## config.mk

```make
export PLATFORM = sky130hd
export DESIGN_NAME = t2mi_packet_dispatcher
export DESIGN_NICKNAME = d
export VERILOG_FILES = /design/src/rtl/t2mi_dispatch_pkg.sv /design/src/rtl/t2mi_dispatch_fifo.sv /design/src/rtl/t2mi_packet_dispatcher.sv
export SDC_FILE = /design/constraint.sdc
export NUM_CORES = 1
export LEC_CHECK = 0
export ABC_AREA = 1
export BUFFER_PORTS_ARGS = -buffer_cell sky130_fd_sc_hd__clkbuf_2
export CAP_MARGIN = 0
export CORE_ASPECT_RATIO = 0.7
export CORE_UTILIZATION = 40
export DETAILED_ROUTE_END_ITERATION = 6
export PLACE_DENSITY = 0.67
export SYNTH_ARGS = -nofsm -noshare
export SYNTH_HDL_FRONTEND = slang
export SYNTH_SLANG_ARGS = --single-unit
```

## constraint.sdc

```tcl
create_clock -name clk -period 12.6 [get_ports clk]
set_clock_uncertainty 0.1 [all_clocks]
set_input_delay 0.63 -clock clk [delete_from_list [all_inputs] [get_ports clk]]
set_output_delay 0.63 -clock clk [all_outputs]
set_load 0.01 [all_outputs]
```

## src/rtl/t2mi_dispatch_pkg.sv

```systemverilog
`default_nettype none
// ============================================================================
// Package  : t2mi_dispatch_pkg
// Purpose  : Shared types, constants and helpers for the T2MI packet dispatcher.
// Revision : 1.0 - initial release
// ============================================================================
package t2mi_dispatch_pkg;

  typedef enum logic [1:0] {
    ST_IDLE    = 2'd0,
    ST_FWD     = 2'd1,
    ST_DISCARD = 2'd2
  } state_e;

  // Destination is 3 bits wide so any NUM_DEST up to 8 fits.
  typedef struct packed {
    logic [2:0] dest;
    logic       first;
    logic       last;
    logic       abort;
    logic [7:0] data;
  } entry_t;

  localparam int         ENTRY_W    = $bits(entry_t);
  localparam logic [7:0] ABORT_DATA = 8'h00;

  function automatic logic [15:0] sat_inc(input logic [15:0] v, input logic en);
    return (en && (v != 16'hFFFF)) ? v + 16'd1 : v;
  endfunction

endpackage
`default_nettype wire

```

## src/rtl/t2mi_dispatch_fifo.sv

```systemverilog
`default_nettype none
// ============================================================================
// Module   : t2mi_dispatch_fifo
// Purpose  : Single-clock first-word-fall-through FIFO with full/empty/level.
// Revision : 1.0 - initial release
// ============================================================================
module t2mi_dispatch_fifo #(
  parameter  int WIDTH = 14,
  parameter  int DEPTH = 64,
  localparam int AW    = $clog2(DEPTH)
) (
  input  logic             clk,
  input  logic             rst_n,
  input  logic             wr_en,
  input  logic [WIDTH-1:0] wr_data,
  input  logic             rd_en,
  output logic [WIDTH-1:0] rd_data,
  output logic             full,
  output logic             empty,
  output logic [AW:0]      level
);

  localparam logic [AW:0] FULL_LVL = (AW+1)'(DEPTH);

  logic [WIDTH-1:0] mem_q [DEPTH];
  logic [AW-1:0]    wr_ptr_q, wr_ptr_d, rd_ptr_q, rd_ptr_d;
  logic [AW:0]      level_q, level_d;
  logic             do_wr, do_rd;

  always_comb begin
    do_rd    = rd_en && (level_q != '0);
    // A full FIFO still takes a write when the head leaves in the same cycle.
    do_wr    = wr_en && ((level_q != FULL_LVL) || do_rd);
    wr_ptr_d = wr_ptr_q + AW'(do_wr);
    rd_ptr_d = rd_ptr_q + AW'(do_rd);
    level_d  = level_q + (AW+1)'(do_wr) - (AW+1)'(do_rd);
  end

  always_ff @(posedge clk or negedge rst_n) begin
    if (!rst_n) begin
      wr_ptr_q <= '0;
      rd_ptr_q <= '0;
      level_q  <= '0;
    end else begin
      wr_ptr_q <= wr_ptr_d;
      rd_ptr_q <= rd_ptr_d;
      level_q  <= level_d;
    end
  end

  always_ff @(posedge clk) begin
    if (do_wr) mem_q[wr_ptr_q] <= wr_data;
  end

  assign rd_data = mem_q[rd_ptr_q];
  assign full    = (level_q == FULL_LVL);
  assign empty   = (level_q == '0);
  assign level   = level_q;

endmodule
`default_nettype wire

```

## src/rtl/t2mi_packet_dispatcher.sv

```systemverilog
`default_nettype none
// ============================================================================
// Module   : t2mi_packet_dispatcher
// Purpose  : Routes parser packets by type to NUM_DEST consumers through a FIFO,
//            closing interrupted packets with an abort marker entry.
//            Statistics counters exist only with T2MI_DISPATCH_STATS_EN defined.
// Revision : 1.0 - initial release
// ============================================================================
module t2mi_packet_dispatcher
  import t2mi_dispatch_pkg::*;
#(
  parameter  int NUM_DEST   = 4,
  parameter  int FIFO_DEPTH = 64,
  localparam int LVL_W      = $clog2(FIFO_DEPTH) + 1
) (
  input  logic                  clk,
  input  logic                  rst_n,
  input  logic                  in_start,
  input  logic [7:0]            in_type,
  input  logic [15:0]           in_length,
  input  logic                  in_valid,
  input  logic [7:0]            in_data,
  input  logic                  in_end,
  input  logic                  in_sync_locked,
  input  logic [NUM_DEST*8-1:0] cfg_type,
  input  logic [NUM_DEST-1:0]   cfg_en,
  output logic [NUM_DEST-1:0]   out_valid,
  input  logic [NUM_DEST-1:0]   out_ready,
  output logic [7:0]            out_data,
  output logic                  out_first,
  output logic                  out_last,
  output logic                  out_abort,
  output logic [LVL_W-1:0]      fifo_level,
  output logic [15:0]           stat_fwd,
  output logic [15:0]           stat_drop,
  output logic [15:0]           stat_abort
);

  state_e      state_q, state_d;
  logic [15:0] len_q, len_d, byte_cnt_q, byte_cnt_d;
  logic [2:0]  dest_q, dest_d;
  logic        abort_pend_q, abort_pend_d;

  entry_t      push_entry, head;
  logic        push, pop, can_push, fifo_full, fifo_empty;
  logic        abort_now, hdr_eval, match_hit;
  logic [2:0]  match_idx;
  logic        fwd_inc, drop_old, drop_new, abort_inc;

  t2mi_dispatch_fifo #(.WIDTH(ENTRY_W), .DEPTH(FIFO_DEPTH)) u_fifo (
    .clk     (clk),
    .rst_n   (rst_n),
    .wr_en   (push),
    .wr_data (push_entry),
    .rd_en   (pop),
    .rd_data (head),
    .full    (fifo_full),
    .empty   (fifo_empty),
    .level   (fifo_level)
  );

  // Descending scan so the lowest matching destination wins.
  always_comb begin
    match_hit = 1'b0;
    match_idx = '0;
    for (int d = NUM_DEST - 1; d >= 0; d--) begin
      if (cfg_en[d] && (cfg_type[8*d +: 8] == in_type)) begin
        match_hit = 1'b1;
        match_idx = 3'(d);
      end
    end
  end

  always_comb begin
    out_valid = '0;
    for (int d = 0; d < NUM_DEST; d++) begin
      out_valid[d] = !fifo_empty && (head.dest == 3'(d));
    end
    pop       = |(out_valid & out_ready);
    out_data  = fifo_empty ? 8'h00 : head.data;
    out_first = !fifo_empty && head.first;
    out_last  = !fifo_empty && head.last;
    out_abort = !fifo_empty && head.abort;
  end

  always_comb begin
    state_d      = state_q;
    len_d        = len_q;
    byte_cnt_d   = byte_cnt_q;
    dest_d       = dest_q;
    abort_pend_d = abort_pend_q;
    push         = 1'b0;
    push_entry   = '0;
    fwd_inc      = 1'b0;
    drop_old     = 1'b0;
    drop_new     = 1'b0;
    abort_inc    = 1'b0;
    abort_now    = 1'b0;
    hdr_eval     = 1'b0;
    can_push     = !fifo_full || pop;

    if (abort_pend_q && can_push) begin
      push         = 1'b1;
      push_entry   = '{dest: dest_q, first: 1'b0, last: 1'b1, abort: 1'b1, data: ABORT_DATA};
      abort_pend_d = 1'b0;
      abort_inc    = 1'b1;
    end

    case (state_q)
      ST_IDLE: hdr_eval = in_start;
      ST_FWD: begin
        if (in_start) begin
          abort_now = 1'b1;
          hdr_eval  = 1'b1;
        end else if (!in_sync_locked) begin
          abort_now = 1'b1;
        end else if (in_valid) begin
          if (!can_push || push) begin
            abort_now = 1'b1;
          end else begin
            push       = 1'b1;
            push_entry = '{dest: dest_q, first: (byte_cnt_q == 16'd0),
                           last: (byte_cnt_q == len_q - 16'd1), abort: 1'b0, data: in_data};
            byte_cnt_d = byte_cnt_q + 16'd1;
            if (byte_cnt_q == len_q - 16'd1) begin
              state_d = ST_IDLE;
              fwd_inc = 1'b1;
            end else if (in_end) begin
              abort_now = 1'b1;
            end
          end
        end else if (in_end) begin
          abort_now = 1'b1;
        end
      end
      ST_DISCARD: begin
        if (in_start)    hdr_eval = 1'b1;
        else if (in_end) state_d  = ST_IDLE;
      end
      default: state_d = ST_IDLE;
    endcase

    // A packet with nothing delivered yet is dropped silently instead of marked.
    if (abort_now) begin
      state_d = ST_DISCARD;
      if (byte_cnt_d != 16'd0) begin
        if (!push && can_push) begin
          push       = 1'b1;
          push_entry = '{dest: dest_q, first: 1'b0, last: 1'b1, abort: 1'b1, data: ABORT_DATA};
          abort_inc  = 1'b1;
        end else begin
          abort_pend_d = 1'b1;
        end
      end else begin
        drop_old = 1'b1;
      end
    end

    // Headers are refused while a marker is still waiting, so that marker
    // never contends with the new packet's bytes for the single push slot.
    if (hdr_eval) begin
      len_d      = in_length;
      byte_cnt_d = '0;
      if (match_hit && in_sync_locked && !abort_pend_d && (in_length != 16'd0)) begin
        state_d = ST_FWD;
        dest_d  = match_idx;
      end else begin
        drop_new = 1'b1;
        state_d  = (match_hit && in_sync_locked && !abort_pend_d) ? ST_IDLE : ST_DISCARD;
      end
    end
  end

  always_ff @(posedge clk or negedge rst_n) begin
    if (!rst_n) begin
      state_q      <= ST_IDLE;
      len_q        <= '0;
      byte_cnt_q   <= '0;
      dest_q       <= '0;
      abort_pend_q <= 1'b0;
    end else begin
      state_q      <= state_d;
      len_q        <= len_d;
      byte_cnt_q   <= byte_cnt_d;
      dest_q       <= dest_d;
      abort_pend_q <= abort_pend_d;
    end
  end

`ifdef T2MI_DISPATCH_STATS_EN
  logic [15:0] stat_fwd_q, stat_fwd_d, stat_drop_q, stat_drop_d, stat_abort_q, stat_abort_d;

  // An in_start abort can drop the old and the new packet in one cycle.
  always_comb begin
    stat_fwd_d   = sat_inc(stat_fwd_q, fwd_inc);
    stat_drop_d  = sat_inc(sat_inc(stat_drop_q, drop_old), drop_new);
    stat_abort_d = sat_inc(stat_abort_q, abort_inc);
  end

  always_ff @(posedge clk or negedge rst_n) begin
    if (!rst_n) begin
      stat_fwd_q   <= '0;
      stat_drop_q  <= '0;
      stat_abort_q <= '0;
    end else begin
      stat_fwd_q   <= stat_fwd_d;
      stat_drop_q  <= stat_drop_d;
      stat_abort_q <= stat_abort_d;
    end
  end

  assign stat_fwd   = stat_fwd_q;
  assign stat_drop  = stat_drop_q;
  assign stat_abort = stat_abort_q;
`else
  logic unused_stat_inc;
  assign unused_stat_inc = fwd_inc ^ drop_old ^ drop_new ^ abort_inc;
  assign stat_fwd        = '0;
  assign stat_drop       = '0;
  assign stat_abort      = '0;
`endif

endmodule
`default_nettype wire

```

### Yosys cells after proc, flatten, opt, wreduce, memory -nomap -nowiden

Memory sizes are Yosys's and may differ from the RTL's.
Index checks and enable logic that the tools add are counted.

| cells by class | value |
|---|---|
| add/sub/neg operators | 6 |
| eq/ne operators | 20 |
| muxes and demuxes | 60 |
| bitwise logic cells | 1 |
| reduce and logical (&&, ||, !) cells | 37 |

Operators with widths:

| kind | number |
|---|---|
| $mux 14 | 9 |
| $mux 16 | 6 |
| $eq 8x8->1 | 4 |
| $reduce_bool 16->1 | 2 |
| $ne 4x4->1 const B | 7 |
| $mux 1 | 27 |
| $mux 2 | 12 |
| $logic_and 1x1->1 | 18 |
| $add 16x1->16 const B | 1 |
| $eq 16x16->1 | 1 |
| $logic_not 16->1 | 1 |
| $sub 16x1->16 const B | 1 |
| $add 6x1->6 | 2 |
| $mux 3 | 3 |
| $mux 8 | 1 |
| $reduce_and 8->1 | 1 |
| $add 7x1->7 | 1 |
| $eq 7x7->1 const B | 1 |
| $logic_not 7->1 | 1 |
| $ne 7x7->1 const B | 1 |
| $reduce_bool 7->1 | 1 |
| $sub 7x1->7 | 1 |
| $eq 3x2->1 const B | 2 |
| $pmux 2 s3 | 1 |
| 13 further kinds | 19 |

| word-level totals | value |
|---|---|
| bits in registers | 57 |
| memory bits (writable) | 896 |
| bits of input ports | 78 |
| output and inout bits | 70 |
| memories | 1 |

Memories:

| name | words | bits a word | rd ports | clocked after memory_dff | write ports | line | text |
|---|---|---|---|---|---|---|---|
| u_fifo.mem_q | 64 | 14 | 1 | 0 | 1 | t2mi_dispatch_fifo.sv:25 | `logic [WIDTH-1:0] mem_q [DEPTH];` |

### Logic depth before layout (Yosys ltp)

| logic depth | value |
|---|---|
| word-level depth | 24 |
| gate-level depth with buffers | 37 |
| depth with buffers taken out | 34 |

### Cells and area by module

Synthesis repeated with hierarchy kept, for this count alone.

| unflattened totals | value |
|---|---|
| cell total of the unflattened synthesis | 4108 |
| area, all modules | 42224.2 um^2 |

By module, submodules not included:

| module | instances | cells each | area each (um^2) |
|---|---|---|---|
| t2mi_dispatch_fifo | 1 | 3500 | 38369.3 |
| t2mi_packet_dispatcher | 1 | 608 | 3854.9 |

### Least setup slack after synthesis

Ideal clock, no wire load.

| timing | value |
|---|---|
| kind | register to register |
| start point | register u_fifo.rd_ptr_q[0] |
| end point | memory u_fifo.mem_q[0][9] (data pin) |
| library setup time | 1.008 ns |
| arrival time | 6.012 ns |
| slack | 5.479 ns |
| stages on the path, launching flop included | 19 |
| path buffers | 3 |
| period minus slack after synthesis | 7.121 ns |
| path through | dfrtp_1 > buf_6 > inv_4 > buf_2 > nand2_1 > nand3_1 > nand3_1 > nand3_1 > nand2_1 > nand3_1 > nand2_2 > nor2_2 > nand3_1 > nand2_1 > nor2_2 > nand2_2 > buf_6 > inv_1 > o311ai_0 |

RTL lines:

| element | line | text |
|---|---|---|
| start, declared | t2mi_dispatch_fifo.sv:26 | `logic [AW-1:0] wr_ptr_q, wr_ptr_d, rd_ptr_q, rd_ptr_d;` |
| start signal, assigned | t2mi_dispatch_fifo.sv:46 | `rd_ptr_q <= rd_ptr_d;` |
| end, declared | t2mi_dispatch_fifo.sv:25 |  |

### Worst setup path in the final report

| timing | value |
|---|---|
| start point | register u_fifo.rd_ptr_q[0] |
| end point | memory u_fifo.mem_q[10][8], enable pin |

| on the way | value |
|---|---|
| cells in the longest elaborated chain, start to end | 22 |
| elaborated cells on any way between the ends | 42 |
| classes of those cells | eq/ne (3); mux (21); bitwise (1); reduce/logical (16); memory (1) |

Ends and longest elaborated chain:

| element | line | text |
|---|---|---|
| $mem_v2 64x14 * | -- |  |
| $eq 3x1->1, or another cell as far along | t2mi_packet_dispatcher.sv:77 | `out_valid[d] = !fifo_empty && (head.dest == 3'(d));` |
| $logic_and 1x1->1 | t2mi_packet_dispatcher.sv:77 |  |
| $and 4x4->4 * | t2mi_packet_dispatcher.sv:79 | `pop = \|(out_valid & out_ready);` |
| $reduce_or 4->1 * | t2mi_packet_dispatcher.sv:79 |  |
| $logic_or 1x1->1 | t2mi_packet_dispatcher.sv:100 | `can_push = !fifo_full \|\| pop;` |
| $logic_and 1x1->1 | t2mi_packet_dispatcher.sv:102 | `if (abort_pend_q && can_push) begin` |
| $mux 1 | t2mi_packet_dispatcher.sv:102 |  |
| [... 6 more ...] | -- |  |
| $logic_not 1->1 | t2mi_packet_dispatcher.sv:147 | `if (!push && can_push) begin` |
| $logic_and 1x1->1 | t2mi_packet_dispatcher.sv:147 |  |
| $mux 1 | t2mi_packet_dispatcher.sv:147 |  |
| $mux 1 | t2mi_packet_dispatcher.sv:146 | `if (byte_cnt_d != 16'd0) begin` |
| $mux 1 | t2mi_packet_dispatcher.sv:144 | `if (abort_now) begin` |
| $logic_and 1x1->1 * | t2mi_dispatch_fifo.sv:33 | `do_wr = wr_en && ((level_q != FULL_LVL) \|\| do_rd);` |
| $mux 1 * | t2mi_dispatch_fifo.sv:52 | `if (do_wr) mem_q[wr_ptr_q] <= wr_data;` |
| $mux 1 (implied by the code) * | t2mi_dispatch_fifo.sv:52 |  |

Every way passes the cells marked *; elsewhere a longest branch is shown, timed or not.

==> flow_metrics.tcl <==
set metrics [dict create \
    drc_errors 0 \
    synth-seq-cells 888 \
    synth.area.top_cells "edfxtp_1 67%, o21ai_0 5.0%, nor2_1 5.0%, nand2_1 3.8%, dfrtp_1 3.8%" \
    ys_warn_count 0 \
    setup_viol 0 \
    root_buffer "clkbuf_16" \
    timing.slew.headroom_pct 6.428 \
    synth_top_family_by_area "simple AND/OR/NAND/NOR gates" \
    clkTransAtPathRegs_ns 0.07 \
    dr.pass1.iters 6 \
    cts_setup_buffers 0 \
    grtUsageTotal_pct 20.81 \
    start_util_pct 40.49 \
    grt_overflow 0 \
    fin_crit_ns 8.182 \
    power_frac_comb_pct 32.9 \
    cts_sinks 888 \
    postLayoutCellArea_um2 42000 \
    viasPerCell 5.634 \
    ys_seq_area_share_pct 70.62 \
    dieArea_um2 94660 \
    dp_slack_ns 4.612 \
    async_flop_share_pct 6.306 \
    insertion_delay_ns 0.67 \
    holdBufCountCts 0 \
    p_seq_share_pct 37.5 \
    power.internal_uw 5471 \
    synthFlopType "edfxtp_1" \
    fin_ws_ns 4.418 \
    synth_xor_xnor_area_share_pct 1.055 \
    grt_pass1_vias 24060 \
    drv_slew 0 \
    p_sw_share_pct 37.41 \
    synth-simple-area-share_pct 13.22 \
    setup_tns_ns 0 \
    netlist_area_um2 37360 \
    cp.required_ns 12.76 \
    status "finished clean" \
    nNetsFinal 3302 \
    die_h_um 257.7 \
    initialDrtViolationCount 3351 \
    net-switching-power_uw 3270 \
    synth_edf_count 832 \
    hold_viol 0 \
    post_cts_resized 0 \
    numPlacedInstances 4359 \
    place.gp.congestion 0.9166 \
    clock_path_buffers 3 \
    worstMarginPinSlew_ns 1.404 \
    cp_data_arrival_time_ns 8.35 \
    synth.avg_cell_area_um2 11.91 \
    rsz0062_at_grt "no" \
    antenna_found_initial 2 \
    dpl_cell_area_um2 39260 \
    critPathCaptureType "register" \
    synthMuxAreaShare_pct 0 \
    dr_total_vias 25390 \
    critPathKind "reg -> reg" \
    worstPathMaxFanout 177 \
    crit_path_start_kind "register" \
    grt_max_degree 211 \
    fmax_mhz 122.2 \
    p_per_area_nw_per_um2 208.1 \
    instances_no_fill 4507 \
    num_rows 93 \
    fp.dieW_um 367.3 \
    core_um2 92270 \
    synth_top_area_share_pct 66.87 \
    ir_drop_uv 194.2 \
    synth_fa_ha_area_share_pct 0.5894 \
    synth-compound-area-share_pct 10.09 \
    io_pins 148 \
    postRouteAntennaNets 0 \
    clkPwrFrac_pct 29.5 \
    p_leak_uw 0.01467 \
    io_buffers 99 \
    h-tree-depth 3 \
    cts_tree "built" \
    wire_per_inst_um 22.16 \
    ys_types 48 \
    holdCritPathClass "in -> async" \
    max_cap_violations 0 \
    cts_buffers 81 \
    min_period_over_period_pct 64.94 \
    layout-drive-gt1-share_pct 11.49 \
    synthCells 3137 \
    wl_um 99880 \
    hpwl_um 57760 \
    area_delta_synth_final_pct 12.41 \
    yosysTopAreaCell "edfxtp_1" \
    grt_pass1_wl_um 149700 \
]
[sequential cells by signal (all words and copies together) (netlist names)]
register	cells
len_q	16
u_fifo.mem_q	832
u_fifo.wr_ptr_q	6
abort_pend_q	1
dest_q	2
u_fifo.level	7
u_fifo.rd_ptr_q	6
byte_cnt_q	16
state_q	2
[cell usage in the layout, fill, tap and decap left out, types with 7 or more instances in the layout]
master | Yosys | final
nor3_1 | 44 | 14
inv_2 | 5 | 7
clkbuf_16 | 0 | 83
o221ai_1 | 72 | 72
nor4_1 | 11 | 10
inv_1 | 115 | 115
edfxtp_1 | 832 | 832
nor2_4 | 0 | 8
clkinv_2 | 0 | 13
o22ai_1 | 106 | 106
xnor2_1 | 9 | 9
clkinv_1 | 3 | 10
nand4_1 | 46 | 46
o211ai_1 | 19 | 19
conb_1 | 1 | 48
clkbuf_1 | 150 | 13
a21oi_1 | 47 | 47
xor2_1 | 36 | 36
dfrtp_1 | 56 | 53
nor3_2 | 2 | 32
bufinv_16 | 0 | 10
o21ai_0 | 374 | 374
nand3_1 | 176 | 176
nor2_1 | 495 | 487
o21ai_1 | 10 | 10
ha_1 | 16 | 16
buf_4 | 53 | 74
clkbuf_2 | 0 | 99
nand2_1 | 382 | 381
[synthesized netlist by cell type (all sizes together) (2+ instances only)]
master,count
nor4,11
o2111ai,4
clkinv,3
o21ai,384
a211oi,3
a31oi,3
clkbuf,150
a2111oi,4
inv,123
dfrtp,56
or2,4
buf,84
xor2,36
edfxtp,832
nor2,498
nand2,390
o211ai,19
o221ai,72
nand3,178
nand4,48
xnor2,9
ha,16
nor3,46
a21oi,47
o22ai,106
a41oi,2
o311ai,2
[power groups by stage]
stage / Clock [uW] / Sequential [uW] / Combinational (uW)
after floorplan: 0 / 3300 / 1880
after global placement: 0 / 3340 / 2770
after detailed placement: 0 / 3340 / 2800
after CTS: 2610 / 3280 / 2810
after global routing: 2720 / 3280 / 3130
final: 2580 / 3280 / 2880
[metal layers]
layer | vias to the layer above | share of wire, % | routed length (um) | global-route usage [%]
li1 | 11420 | - | - | -
met1 | 12490 | 43 | 43020 | 30.57
met2 | 1319 | 42 | 41950 | 29.30
met3 | 161 | 13 | 12720 | 6.897
met4 | 0 | 2.2 | 2186 | 5.660
met5 | - | 0 | 0 | 0
[cell families after synthesis]
| group | count (synthesis) |
|---|---|
| flops | 888 |
| fa+ha+maj | 17 |
| compound gates | 649 |
| buf+inv | 360 |
| simple gates | 1177 |
| other cells | 1 |
| xor+xnor | 45 |
[final timing paths]
check / startpoint / to / slack [ns] / cells after the start
setup reg to reg: u_fifo.rd_ptr_q[0] / u_fifo.mem_q[10][8] / 4.42 / 27
max in group asynchronous: rst_n / u_fifo.rd_ptr_q[0] / 11.69 / 2
hold reg to reg: len_q[11] / len_q[11] / 0.42 / 2
min in group clk: in_length[9] / len_q[9] / 0.07 / 3
hold / removal: rst_n / len_q[1] / 0.04 / 2
setup / recovery: u_fifo.rd_ptr_q[0] / u_fifo.mem_q[10][8] / 4.42 / 27
[per-stage QoR]
step / total power, uW / utilization, % / hold WS, ns
global route: 9133 / 45.52 / 0.08408
global placement: 6106 / 42.55 / 0.3868
finish: 8740 / 45.52 / 0.04478
detailed placement: 6141 / 42.55 / 0.4041
CTS: 8696 / 45.52 / 0.03598
floorplan: 5175 / - / 0.2344
[layout make-up]
type	instances	area, um^2
Fill cell	8165	50270
Clock buffer	102	2208
Antenna cell	1	2.502
Multi-Input combinational cell	1936	9761
Inverter	126	493.0
Timing Repair Buffer	174	1071
Clock inverter	45	528.0
Sequential cell	888	26390
Tap cell	1235	1545
[critical path, stage by stage, from the launching register on]
cell and delay [ns]:
dfrtp_4 0.89, clkinv_8 0.59, buf_4 0.66, nand2_1 0.15, nand3_1 0.08, nand3_1 0.14, nand3_1 0.08, nand2_1 0.08
nand3_1 0.18, nand2_2 0.21, nor2_2 0.06, nand3_1 0.11, nand2_1 0.09, nor2_2 0.14, nand2_2 0.46, nand2_1 0.94
nand2_1 0.15, nand2_1 0.11, nor2_1 0.05, nand3_1 0.06, nor2_1 0.04, nand2_1 0.10, nand2_2 0.07, nand3_2 0.12
nand2_4 0.33, inv_4 0.24, nand2_4 0.19, nor2_1 0.97
Power figures use the tool's default switching activity.
